<file path="config.mk">
export PLATFORM = sky130hd
export DESIGN_NAME = alu_scalar_ex_mem_stage
export DESIGN_NICKNAME = d
export VERILOG_FILES = /design/src/rtl/alu_scalar_pkg.sv /design/src/rtl/alu_scalar_ex_mem_stage_cond_eval.sv /design/src/rtl/alu_scalar_ex_mem_stage.sv
export SDC_FILE = /design/constraint.sdc
export NUM_CORES = 1
export LEC_CHECK = 0
export ABC_CLOCK_PERIOD_IN_PS = 2029
export CAP_MARGIN = 20
export CORE_MARGIN = 1
export CORE_UTILIZATION = 35
export CTS_CLUSTER_SIZE = 25
export DETAILED_ROUTE_END_ITERATION = 7
export PLACE_DENSITY = 0.76
export SETUP_SLACK_MARGIN = 0.5
export SYNTH_ARGS = -nofsm -noshare
export SYNTH_HDL_FRONTEND = slang
export SYNTH_HIERARCHICAL = 1
export SYNTH_SLANG_ARGS = --single-unit
</file>
<file path="constraint.sdc">
create_clock -name clk -period 2.03 [get_ports clk]
set_input_delay 0.203 -clock clk [delete_from_list [all_inputs] [get_ports clk]]
set_output_delay 0.203 -clock clk [all_outputs]
set_load 0.01 [all_outputs]
</file>
<file path="src/rtl/alu_scalar_pkg.sv">
// Shared types and constants for the scalar ALU pipeline: branch condition codes,
// NZVC flag bit positions and the EX/MEM occupancy states.
package alu_scalar_pkg;

   typedef enum logic [2:0] {
      AL = 3'b000,
      EQ = 3'b001,
      NE = 3'b010,
      LT = 3'b011,
      GE = 3'b100,
      GT = 3'b101,
      LE = 3'b110,
      CS = 3'b111
   } cond_t;

   localparam int FLAG_N = 3;
   localparam int FLAG_Z = 2;
   localparam int FLAG_V = 1;
   localparam int FLAG_C = 0;

   typedef enum logic {
      EMPTY = 1'b0,
      FULL  = 1'b1
   } state_t;

endpackage

</file>
<file path="src/rtl/alu_scalar_ex_mem_stage_cond_eval.sv">
// Combinational branch-condition evaluator over an NZVC flag vector.
// Kept free of pipeline state so the vector path can reuse it.
module cond_eval
   import alu_scalar_pkg::*;
(
   input  logic [3:0] flags,
   input  logic [2:0] cond,
   output logic       cond_true
);

   logic flag_n;
   logic flag_z;
   logic flag_v;
   logic flag_c;
   logic signed_lt;

   assign flag_n    = flags[FLAG_N];
   assign flag_z    = flags[FLAG_Z];
   assign flag_v    = flags[FLAG_V];
   assign flag_c    = flags[FLAG_C];
   assign signed_lt = flag_n ^ flag_v;

   always_comb begin
      cond_true = 1'b0;
      case (cond_t'(cond))
         AL:      cond_true = 1'b1;
         EQ:      cond_true = flag_z;
         NE:      cond_true = !flag_z;
         LT:      cond_true = signed_lt;
         GE:      cond_true = !signed_lt;
         GT:      cond_true = !flag_z && !signed_lt;
         LE:      cond_true = flag_z || signed_lt;
         CS:      cond_true = flag_c;
         default: cond_true = 1'b0;
      endcase
   end

endmodule

</file>
<file path="src/rtl/alu_scalar_ex_mem_stage.sv">
// EX/MEM pipeline register for the scalar ALU: holds the result packet, owns the
// NZVC flag register and resolves branches. ALU_SCALAR_EXMEM_PERF_EN adds perf counters.
module alu_scalar_ex_mem_stage
   import alu_scalar_pkg::*;
#(
   parameter int N  = 32,
   parameter int RW = 4
) (
   input  logic          clk,
   input  logic          rst,
   input  logic          in_valid,
   output logic          in_ready,
   input  logic [N-1:0]  alu_c,
   input  logic [3:0]    alu_flags,
   input  logic          set_flags,
   input  logic [RW-1:0] rd,
   input  logic          wr_en,
   input  logic          is_branch,
   input  logic [2:0]    cond,
   input  logic          flush,
   input  logic          out_ready,
   output logic          out_valid,
   output logic [N-1:0]  out_result,
   output logic [RW-1:0] out_rd,
   output logic          out_wr_en,
   output logic          out_taken,
   output logic [3:0]    flags_q
`ifdef ALU_SCALAR_EXMEM_PERF_EN
   ,
   output logic [31:0]   perf_retired,
   output logic [31:0]   perf_stall
`endif
);

   state_t        state_reg;
   state_t        state_next;
   logic [N-1:0]  result_reg;
   logic [RW-1:0] rd_reg;
   logic          wr_en_reg;
   logic          taken_reg;
   logic [3:0]    flags_reg;
   logic          cond_true;
   logic          accept;

   assign out_valid = (state_reg == FULL);
   assign in_ready  = !out_valid || out_ready;
   assign accept    = in_valid && in_ready && !flush;

   // Evaluated against the pre-update flags, so a flag-setting branch sees prior flags.
   cond_eval u_cond_eval (
      .flags     (flags_reg),
      .cond      (cond),
      .cond_true (cond_true)
   );

   always_comb begin
      state_next = state_reg;
      case (state_reg)
         EMPTY: begin
            if (accept) state_next = FULL;
         end
         FULL: begin
            if (flush)                      state_next = EMPTY;
            else if (out_ready && !accept)  state_next = EMPTY;
         end
         default: state_next = EMPTY;
      endcase
   end

   always_ff @(posedge clk) begin
      if (!rst) begin
         state_reg  <= EMPTY;
         result_reg <= '0;
         rd_reg     <= '0;
         wr_en_reg  <= 1'b0;
         taken_reg  <= 1'b0;
         flags_reg  <= 4'b0000;
      end else begin
         state_reg <= state_next;
         if (flush) begin
            wr_en_reg <= 1'b0;
         end else if (accept) begin
            result_reg <= alu_c;
            rd_reg     <= rd;
            wr_en_reg  <= wr_en;
            taken_reg  <= is_branch && cond_true;
            if (set_flags) flags_reg <= alu_flags;
         end
      end
   end

   assign out_result = result_reg;
   assign out_rd     = rd_reg;
   assign out_wr_en  = wr_en_reg && out_valid;
   assign out_taken  = taken_reg;
   assign flags_q    = flags_reg;

`ifdef ALU_SCALAR_EXMEM_PERF_EN
   logic [31:0] retired_reg;
   logic [31:0] stall_reg;

   // Saturating counters; flush leaves them untouched, only reset clears them.
   always_ff @(posedge clk) begin
      if (!rst) begin
         retired_reg <= '0;
         stall_reg   <= '0;
      end else begin
         if (out_valid && out_ready && (retired_reg != 32'hFFFF_FFFF))
            retired_reg <= retired_reg + 32'd1;
         if (in_valid && !in_ready && (stall_reg != 32'hFFFF_FFFF))
            stall_reg <= stall_reg + 32'd1;
      end
   end

   assign perf_retired = retired_reg;
   assign perf_stall   = stall_reg;
`endif

endmodule
</file>
### Yosys cells after proc, flatten, opt, wreduce, memory -nomap -nowiden

Index checks and enable logic that the tools add are counted.

* input bits: 51
* word-level logic and storage cells: 39
* output and inout port bits: 44
* register bits: 43

* muxes and demuxes: 5
* bitwise logic cells: 4
* equal/unequal tests: 7
* reduce and logical (&&, ||, !) cells: 17

Operators by type and width (count)
* $eq A3 B3 Y1 const B: 4
* $pmux W1 S8: 1
* $eq A3 B2 Y1 const B: 2
* $logic_and A1 B1 Y1: 6
* $logic_not A1 Y1: 5
* $eq A3 B1 Y1 const B: 1
* $logic_not A3 Y1: 1
* $mux W1: 3
* $not A1 Y1: 3
* $reduce_and A3 Y1: 1
* $logic_or A1 B1 Y1: 2
* $pmux W1 S2: 1
* $reduce_and A2 Y1: 1
* $reduce_or A2 Y1: 1
* $xor A1 B1 Y1: 1

### Depth between registers and ports, before layout

* depth after elaboration: 9
* mapped depth: 6
* gate-level depth less buffers: 5

### Cells and area by module

Netlist, hierarchy kept.

By module, submodules not included
* alu_scalar_ex_mem_stage: instances 1, seq. area each 860.8 um^2, area each 1786.7 um^2, cells an instance 200
* cond_eval: instances 1, seq. area each 0.0 um^2, area each 70.1 um^2, cells an instance 8

### Worst setup path after synthesis

No wires, ideal clock.

* kind: reg2reg
* from: reg flags_reg[1], in the netlist flags_q[1]
* to: reg taken_reg, in the netlist out_taken
* required time: 1.908 ns
* data arrival time: 1.217 ns
* stages on the path, launching flop included: 6
* library setup time: 0.122 ns
* period minus slack after synthesis: 1.338 ns
* path slack: 0.692 ns
* path buffers: 0
* cells stage by stage: dfxtp_1 xnor2_1 mux2i_1 mux4_2 nand4_1 a21boi_1

* longest elaborated chain between the ends: 5
* elaborated cells on any way between the ends: 6
* classes of those cells: mux (1); bitwise (1); reduce/logical (4)

RTL lines
* from (decl): line alu_scalar_ex_mem_stage.sv:41 `logic [3:0] flags_reg;`
* from (signal assigned): line alu_scalar_ex_mem_stage.sv:87 `if (set_flags) flags_reg <= alu_flags;`
* $xor A1 B1 Y1 (*): line alu_scalar_ex_mem_stage_cond_eval.sv:21 `assign signed_lt = flag_n ^ flag_v;`
* $logic_not A1 Y1: line alu_scalar_ex_mem_stage_cond_eval.sv:30, alu_scalar_ex_mem_stage_cond_eval.sv:31
* $logic_and A1 B1 Y1: line alu_scalar_ex_mem_stage_cond_eval.sv:31 `GT: cond_true = !flag_z && !signed_lt;`
* $pmux W1 S8 (*): line alu_scalar_ex_mem_stage_cond_eval.sv:25 `case (cond_t'(cond))`
* named net cond_true: line alu_scalar_ex_mem_stage.sv:42 `logic cond_true;`
* $logic_and A1 B1 Y1 (*): line alu_scalar_ex_mem_stage.sv:86 `taken_reg <= is_branch && cond_true;`
* to (signal assigned): line alu_scalar_ex_mem_stage.sv:86
* to (decl): line alu_scalar_ex_mem_stage.sv:40 `logic taken_reg;`

The timed path passes the listed nets; every way through them passes the cells marked *.
A chain may end at the register's enable or synchronous reset.

### Final worst setup path

* from: reg flags_reg[2], in the netlist flags_q[2]
* to: out flags_q[2]

RTL lines
* to (decl): line alu_scalar_ex_mem_stage.sv:27 `output logic [3:0] flags_q`

No word-level cell between the ends.

==> flow_summary.json <==
{
  "outcome": "complete, no violations",
  "worstReg2RegStart": "flags_q[1]",
  "area_delta_synth_final_pct": 54.8,
  "crit_type": "reg -> out",
  "post_cts_buffers": 0,
  "ioPinCount": 95,
  "cts_hold_buffers": 0,
  "timing.rr.end": "out_taken",
  "antenna_found_initial": 0,
  "ant_nets": 0,
  "largest_reg_flops": 32,
  "rr_worst_depth": 5,
  "min_path_cells": 3,
  "worstHoldStart": "alu_flags[2]",
  "die_area_mm2": 0.00560,
  "cts_resized": 2,
  "worstHoldEndpoint": "flags_q[2]",
  "die_x_um": 74.8,
  "root_buffer": "clkbuf_8",
  "p_per_area_mw_per_mm2": 595,
  "final_common_cell": "clkdlybuf4s50_1",
  "avgViaCountPerCell": 4.96,
  "fin_cells": 363,
  "hold_viol": 0,
  "htreeDepth": 2,
  "p_leak_nw": 1.01,
  "ys.warnings.count": 6,
  "cts_tree": "yes",
  "hpwl_um": 3190,
  "core_mm2": 0.00511,
  "drive_gt1_frac": 0.0512,
  "grt_pass1_vias": 1676,
  "cp_data_required_time_ns": 1.83,
  "rsz0062_at_grt": "false",
  "cts_sinks": 43,
  "drt_first_iter_violations": 76,
  "rows": 26,
  "ir_drop_mv": 0.271,
  "grt_pass1_wl_um": 7530,
  "setup_slack_ns": 0.578,
  "dp_slack_ns": 0.352,
  "synth_cells": 208,
  "start_util": 0.364,
  "nNetsFinal": 345,
  "max_freq_ghz": 0.689,
  "clk_pin_slew_ns": 0.07,
  "ys_ff_latch": 43,
  "final_area_mm2": 0.00287,
  "n_antenna_cell": 0,
  "worstMarginPinSlew_ns": 0.382,
  "crit_family": "buffers and inverters",
  "crit_path_max_incr_delay_ns": 0.56,
  "placed_cell_area_mm2": 0.00280,
  "crit_path_end_kind": "primary output",
  "postSynthAreaPerCell_um2": 8.93,
  "r2r_setup_slack_ns": 0.58,
  "firstDrtPassIters": 4,
  "clk_latency_ns": 0.28,
  "cts_buffer_depth": 2,
  "drc_errors": 0,
  "die_h_um": 74.8,
  "hold_class": "in -> reg",
  "gr-total-overflow": 0,
  "slew_violations": 0,
  "worst-path-buf-inv": 1,
  "wl_um": 4750,
  "drv_cap": 0,
  "mappedNetlistArea_mm2": 0.00186,
  "post-place-cells": 357,
  "fin_util": 0.563,
  "crit_arrival_ns": 1.25,
  "layout_common_cells": "clkdlybuf4s50_1, dfxtp_1, o21ai_0, nand3_1, a21boi_1",
  "fin_crit_ns": 1.45,
  "skew_ns": 0.00216,
  "track_usage": 0.175,
  "port_buffers": 94,
  "place_congestion": 0.734,
  "start_kind": "register",
  "syn-num-nets": 259,
  "min_period_over_period": 0.715,
  "routedWlPerCell_um": 13.1,
  "cpMaxStageDelayCell": "clkdlybuf4s50_1",
  "setup_tns_ns": 0,
  "seq_area_frac_synth": 0.464,
  "cts_buffers": 5,
  "setup_viol": 0,
  "crit_chain": "clkdlybuf4s50_1",
  "slew_headroom": 0.745,
  "vias": 1799,
  "cp_max_fo": 6,
  "synth.distinct_cells": 24,
  "grt_max_degree": 47
}
## metrics by stage
| stage | hold slack (ns) | power (mW) |
|---|---|---|
| floorplan | 0.324 | 1.05 |
| global placement | 0.458 | 1.24 |
| detailed placement | 0.464 | 1.24 |
| CTS | 0.459 | 1.73 |
| global route | 0.477 | 1.79 |
| finish | 0.468 | 1.71 |
## worst max path at each step
stage	startpoint	to	cells past startpoint
2_1_floorplan	flags_q[1]	out_taken	5
3_3_place_gp	cond[0]	out_taken	6
3_5_place_dp	cond[0]	out_taken	6
4_1_cts	flags_q[2]	flags_q[2]	1
5_1_grt	flags_q[1]	out_taken	5
6_report	flags_q[2]	flags_q[2]	1
## routing by layer
metal | vias to the layer above | share of wire | GRT usage
met4 | 0 | 0.0088 | 0.0440
met1 | 833 | 0.44 | 0.206
met5 | - | 0 | 0
met3 | 5 | 0.068 | 0.0549
met2 | 64 | 0.48 | 0.309
li1 | 897 | - | -
## cell usage after synthesis
| cell type | number | area [µm²] |
|---|---|---|
| xnor2_1 | 1 | 8.76 |
| inv_2 | 1 | 3.75 |
| nand4_1 | 1 | 6.26 |
| mux4_2 | 1 | 22.5 |
| and2b_1 | 1 | 7.51 |
| buf_2 | 7 | 35.0 |
| nor2b_4 | 1 | 13.8 |
| a21oi_1 | 2 | 10.0 |
| nand3_1 | 37 | 185 |
| nor2_1 | 3 | 11.3 |
| and2_1 | 1 | 6.26 |
| clkbuf_1 | 6 | 22.5 |
| nand2b_1 | 3 | 18.8 |
| buf_6 | 3 | 33.8 |
| buf_4 | 5 | 37.5 |
| mux2i_1 | 5 | 50.1 |
| nand2_1 | 8 | 30.0 |
| a21boi_1 | 30 | 225 |
| nor2b_1 | 1 | 6.26 |
| clkbuf_2 | 1 | 5.00 |
| a21boi_0 | 8 | 60.1 |
| o21ai_0 | 38 | 190 |
| dfxtp_1 | 43 | 861 |
| and3_1 | 1 | 6.26 |
## cell families after synthesis
group / count (synthesis) / share of synthesized area
and+or+nand+nor: 57 / 0.157
xor gates and xnor gates: 1 / 0.00472
AOI/OAI and AO/OA: 78 / 0.261
buffers and inverters: 23 / 0.0741
muxes: 6 / 0.0391
DFF: 43 / 0.464
## power breakdown
part / switching [mW] / leakage, nW / internal [mW]
clock: 0.257 / 0.0371 / 0.229
combinational: 0.123 / 0.619 / 0.201
sequential: 0.0180 / 0.351 / 0.881
## area by class of cell
class                   count  area (µm²)
repair buffers            101         991
multi-input cells         142         858
clock buffers               6        72.6
fillers                   496        2230
well taps                  70        87.6
flip-flops and latches     43         861
inverters                   1        3.75
## worst register-to-register path, stage by stage (launching register included)
cell and delay (ns):
dfxtp_1 0.34, xnor2_1 0.27, mux2i_1 0.12, mux4_2 0.46, nand4_1 0.08, a21boi_1 0.07
No activity file was read; power rests on OpenSTA's default activity.
